<file path="config.mk">
export PLATFORM = sky130hd
export DESIGN_NAME = training_slicer
export DESIGN_NICKNAME = d
export VERILOG_FILES = /design/src/rtl/training_slicer.sv
export SDC_FILE = /design/constraint.sdc
export NUM_CORES = 1
export LEC_CHECK = 0
export ABC_AREA = 1
export BUFFER_PORTS_ARGS = -buffer_cell sky130_fd_sc_hd__clkbuf_2
export CAP_MARGIN = 20
export CORE_UTILIZATION = 39
export DETAILED_ROUTE_END_ITERATION = 7
export GPL_TIMING_DRIVEN = 0
export PLACE_DENSITY = 0.95
export SLEW_MARGIN = 5
export SYNTH_ARGS = -nofsm -noshare
export SYNTH_HDL_FRONTEND = slang
export SYNTH_SLANG_ARGS = --single-unit
</file>
<file path="constraint.sdc">
create_clock -name adcClk -period 3.69 [get_ports adcClk]
set_input_delay 0 -clock adcClk [delete_from_list [all_inputs] [get_ports adcClk]]
set_output_delay 0 -clock adcClk [all_outputs]
set_load 0.02 [all_outputs]
</file>
<file path="src/rtl/training_slicer.sv">
// Training-bit slicer: picks one sample slot out of the per-clock sample word, compares its
// MSB-justified ADC value against a signed threshold and registers the resulting bit.
//   adcClk, adcReset : clock, synchronous active-high reset
//   laneSel          : sample slot carrying the training bit
//   thresh           : signed slicer threshold (ADC_WIDTH bits)
//   adcTVALID/TDATA  : sample word and its qualifier
//   sliceBit         : sample >= thresh, one clock after the word
//   bitValid         : adcTVALID delayed by one clock
module training_slicer #(
  parameter int ADC_WIDTH         = 14,
  parameter int SAMPLES_PER_CLOCK = 8,
  parameter int AXI_SAMPLE_WIDTH  = 16
) (
  input  logic                                          adcClk,
  input  logic                                          adcReset,
  input  logic [$clog2(SAMPLES_PER_CLOCK)-1:0]          laneSel,
  input  logic [ADC_WIDTH-1:0]                          thresh,
  input  logic                                          adcTVALID,
  input  logic [SAMPLES_PER_CLOCK*AXI_SAMPLE_WIDTH-1:0] adcTDATA,
  output logic                                          sliceBit,
  output logic                                          bitValid
);

  logic [SAMPLES_PER_CLOCK-1:0][AXI_SAMPLE_WIDTH-1:0] slots;
  logic [AXI_SAMPLE_WIDTH-1:0]                        slot;
  logic [ADC_WIDTH-1:0]                               sample;

  assign slots  = adcTDATA;
  assign slot   = slots[laneSel];
  // ADC data is MSB-justified in its slot; the low pad bits are ignored.
  assign sample = slot[AXI_SAMPLE_WIDTH-1 -: ADC_WIDTH];

  // NOTE: registers are written with <= so every flop samples pre-edge values together.
  always_ff @(posedge adcClk) begin
    if (adcReset) begin
      sliceBit <= 1'b0;
      bitValid <= 1'b0;
    end else begin
      sliceBit <= ($signed(sample) >= $signed(thresh));
      bitValid <= adcTVALID;
    end
  end

endmodule

</file>
Word-level counts from Yosys, hierarchy flattened
Cells that the tools add are included.
{"block": "totals", "reg_bits": 2, "word_cells": 6, "out_inout_bits": 2, "inputBits": 148}
{"block": "classes", "order_cmp": 2, "n_mux": 2}
{"operator": "16-bit binary-select mux with 3-bit select", "n": 1}
{"operator": "16-bit two-way mux", "n": 1}
{"operator": "14-bit greater-or-equal comparator", "n": 1}
{"operator": "3-bit by 4-bit less-than comparator with 1-bit output, second input constant", "n": 1}

Longest topological paths before layout
{"block": "logic_depth", "word_depth": 3, "ltp_mapped": 18, "depth_no_buf": 16}

Worst setup path before layout
OpenSTA, ideal clock, no wires.
{"block": "synth_timing", "path_type": "input -> register", "start": "in laneSel[1]", "end": "reg sliceBit", "path_stages": 15, "path_buffers": 2, "path_slack_ps": 2003, "setup_ps": 109, "t_arrival_ps": 1578, "required_time_ps": 3581, "path_cell_list": "buf_4 clkbuf_1 o32ai_1 nand2_1 nand2_1 ha_1 nand2_1 nor2_1 inv_1 nor2_1 nand2_1 nand3_1 nand3_1 nand2_1 inv_1"}
{"block": "synth_via", "elab_chain_cells": 3}
{"item": "start, declared", "line": "16", "source": "input logic [$clog2(SAMPLES_PER_CLOCK)-1:0] laneSel,"}
{"item": "16-bit binary-select mux with 3-bit select", "line": "29", "source": "assign slot = slots[laneSel];"}
{"item": "16-bit two-way mux (not written as such)", "line": "29"}
{"item": "14-bit greater-or-equal comparator", "line": "39", "source": "sliceBit <= ($signed(sample) >= $signed(thresh));"}
{"item": "end signal, assigned", "line": "39"}
{"item": "end, declared", "line": "20", "source": "output logic sliceBit,"}
Every way passes these cells. The select of a mux whose other input is x is not followed.
A chain may end at the register's enable or synchronous reset.

Worst setup path in the final report
Same ends and word-level chain as after synthesis.

==> flow_summary.yaml <==
status:
  status: "finished clean"
clock_tree:
  ctsRootBufferMaster: "clkbuf_8"
  clk_buf_depth: 2
  cts_resized: 0
  cts_tree: "done"
  h-tree-depth: 1
  number_of_buffers_created_by_cts: 3
  cts_num_sinks: 2
  path_clk_slew_ns: 0.03
  post-cts-setup-buffer-count: 0
  cts_hold_buf: 2
power:
  ir_worst_vdd_mv: 0.107
  psw_mw: 0.153
  switching_share_pct: 41.3
  power.internal_mw: 0.218
  pwr-share-seq_pct: 6.7
  power_per_cell_area_mw_per_mm2: 166
  power.clock.fraction_pct: 23.1
  comb_power_share_pct: 70.2
  total_leakage_power_nw: 1.34
routing:
  wirelength_mm: 5.77
  detail_route.wl_per_cell_um: 12.5
  met2_wirelength_mm: 2.87
  met1_length_mm: 2.35
  detail_route.first_pass.iterations: 5
  post-route-drc-count: 0
  route.vias.total: 2366
  highest-signal-layer: "met4"
  met3_length_um: 470
  detail_route.iter0.violations: 201
  ant_nets: 0
  via_per_inst: 5.14
floorplanning:
  num_io_pins: 150
  start_util_pct: 42.3
  dieHeight_um: 63.1
  die_w_um: 63.1
  die_area_mm2: 0.00398
  core-area_mm2: 0.00344
  std_cell_rows: 21
global_routing:
  grt_max_degree: 11
  grt_ovf: 0
  antenna_violations_before_repair: 0
  grtUsageTotal_pct: 29.3
  grt_first_pass_wirelength_mm: 9.56
  first_global_vias: 2289
setup_path:
  endpoint_kind: "register"
  critical_path_class: "in2reg"
  worstSetupStartpoint: "laneSel[1]"
  worstSetupEndpoint: "sliceBit$_SDFF_PP0_"
  worstSetupStartpointType: "input pin"
  critical_path.max_fanout: 10
  critPathRequiredTime_ns: 3.80
  crit_arrival_ns: 1.98
final_layout:
  finish.net_count: 578
  multi_input_comb_area_mm2: 0.00118
  register_area_um2: 40.0
  areaGrowthSynthToFinish_pct: 53.2
  layout.cells.most_common_list: "clkbuf_2, nor2_1, nand2_1"
  mostFrequentLayoutCell: "clkbuf_2"
  final_cell_area_mm2: 0.00223
  count_of_placed_standard_cells_in_the_final_layout_fillers_left_out: 460
  antenna-diode-count: 0
  filler_cell_count: 356
  share_of_final_layout_standard_cells_stronger_than_drive_strength_1_pct: 35.3
logic_synthesis:
  ys_seq_area_share_pct: 2.75
  ys_ff_latch: 2
  post_synth_instance_area_mm2: 0.00146
  netlist-cell-type-count: 20
  syn-num-nets: 440
  synth-warning-count: 0
  post_synth.cell_area_avg_um2: 5.23
  number_of_cells_produced_by_synthesis: 278
timing:
  post-route-period-util_pct: 50.8
  timing.final.setup_violations: 0
  worst_margin_slew_ns: 0.483
  setup_total_negative_slack_ns: 0
  worst_slew_margin_rel_pct: 67.8
  hold_violations: 0
  rsz0062_at_grt: "no"
  final_max_slew_viol_count: 0
  timing.fmax_ghz: 0.533
  finalCriticalPeriod_ns: 1.88
hold_path:
  min-delay-path-class: "in2reg"
placed_design:
  detailed_place_hpwl_mm: 4.86
  placement.io_buffers: 131
  postPlaceCellArea_mm2: 0.00217
  place.detailed.instances: 455
  finalWeightedCongestion: 0.865
run:
  max-cap-violations: 0
metal layers:
layer  global-route usage, %  up-vias
li1                        -     1202
met1                    35.1     1018
met2                    53.9      138
met3                    3.80        8
met4                    7.56        0
met5                       0        -
how the worst min path moves through the flow:
stage,slack (ns),startpoint,cells after the start,to
6_report,0.28,thresh[0],6,sliceBit$_SDFF_PP0_
3_3_place_gp,0.17,adcReset,2,bitValid$_SDFF_PP0_
5_1_grt,0.35,thresh[0],6,sliceBit$_SDFF_PP0_
3_5_place_dp,0.18,adcReset,2,bitValid$_SDFF_PP0_
4_1_cts,0.30,thresh[0],6,sliceBit$_SDFF_PP0_
2_1_floorplan,0.07,adcReset,1,bitValid$_SDFF_PP0_
stage by stage:
step | hold slack, ns | power (mW) | util [%] | setup slack, ns
after detailed placement | 0.185 | 0.280 | 63.0 | 1.64
after CTS | 0.298 | 0.367 | 64.8 | 1.84
final | 0.284 | 0.370 | 64.8 | 1.81
after floorplan | 0.0712 | 0.173 | - | 2.00
after global routing | 0.349 | 0.410 | 64.8 | 1.65
after global placement | 0.172 | 0.273 | 63.0 | 1.68
synth_stat cells (all sizes together):
| cell | n | share of area (%) |
|---|---|---|
| a21oi | 4 | 1.4 |
| o21ai | 29 | 10 |
| ha | 14 | 12 |
| inv | 28 | 7.6 |
| buf | 12 | 7.0 |
| o221ai | 1 | 0.60 |
| mux2i | 1 | 0.69 |
| nand2 | 62 | 16 |
| o32ai | 27 | 16 |
| nand4 | 1 | 0.43 |
| dfxtp | 2 | 2.8 |
| nand3 | 4 | 1.4 |
| clkbuf | 7 | 1.8 |
| nor2 | 86 | 22 |
final cells by class:
| type | count | share of cell area [%] |
|---|---|---|
| inverters | 28 | 4.94 |
| multi-input cells | 229 | 52.8 |
| clock buffers | 3 | 1.85 |
| repair buffers | 133 | 30.3 |
| well taps | 46 | 2.58 |
| plain buffers | 19 | 5.72 |
| flip-flops and latches | 2 | 1.80 |
worst max-delay path, stage by stage:
cell and delay, ns:
buf_4 0.14, clkbuf_1 0.40, o32ai_1 0.19, nand2_1 0.10, nand2_1 0.06, ha_1 0.32
nand2_1 0.08, nor2_1 0.14, inv_1 0.06, nor2_1 0.14, nand2_1 0.09, nand3_1 0.08
nand3_1 0.08, nand2_1 0.06, inv_1 0.04
cells by family (layout without fill, tap and decap cells):
kind of cell / Yosys count / after routing / share of synthesized area, %
AND/OR/NAND/NOR: 153 / 153 / 40.0
AO/OA/AOI/OAI: 61 / 61 / 28.2
buffers and inverters: 47 / 183 / 16.3
adder cells (fa/ha/maj): 14 / 14 / 12.0
flip-flops: 2 / 2 / 2.75
multiplexers: 1 / 1 / 0.688
flip-flops by register name, summed over array words and instances (netlist names):
| signal | cells |
|---|---|
| sliceBit | 1 |
| bitValid | 1 |
power groups by stage:
stage               sequential [mW]  combinational (mW)  clock [mW]
floorplan                    0.0282               0.145           0
global placement             0.0249               0.248           0
detailed placement           0.0251               0.255           0
CTS                          0.0248               0.258      0.0840
global route                 0.0250               0.294      0.0904
finish                       0.0247               0.260      0.0856
Power figures use the tool's default switching activity.
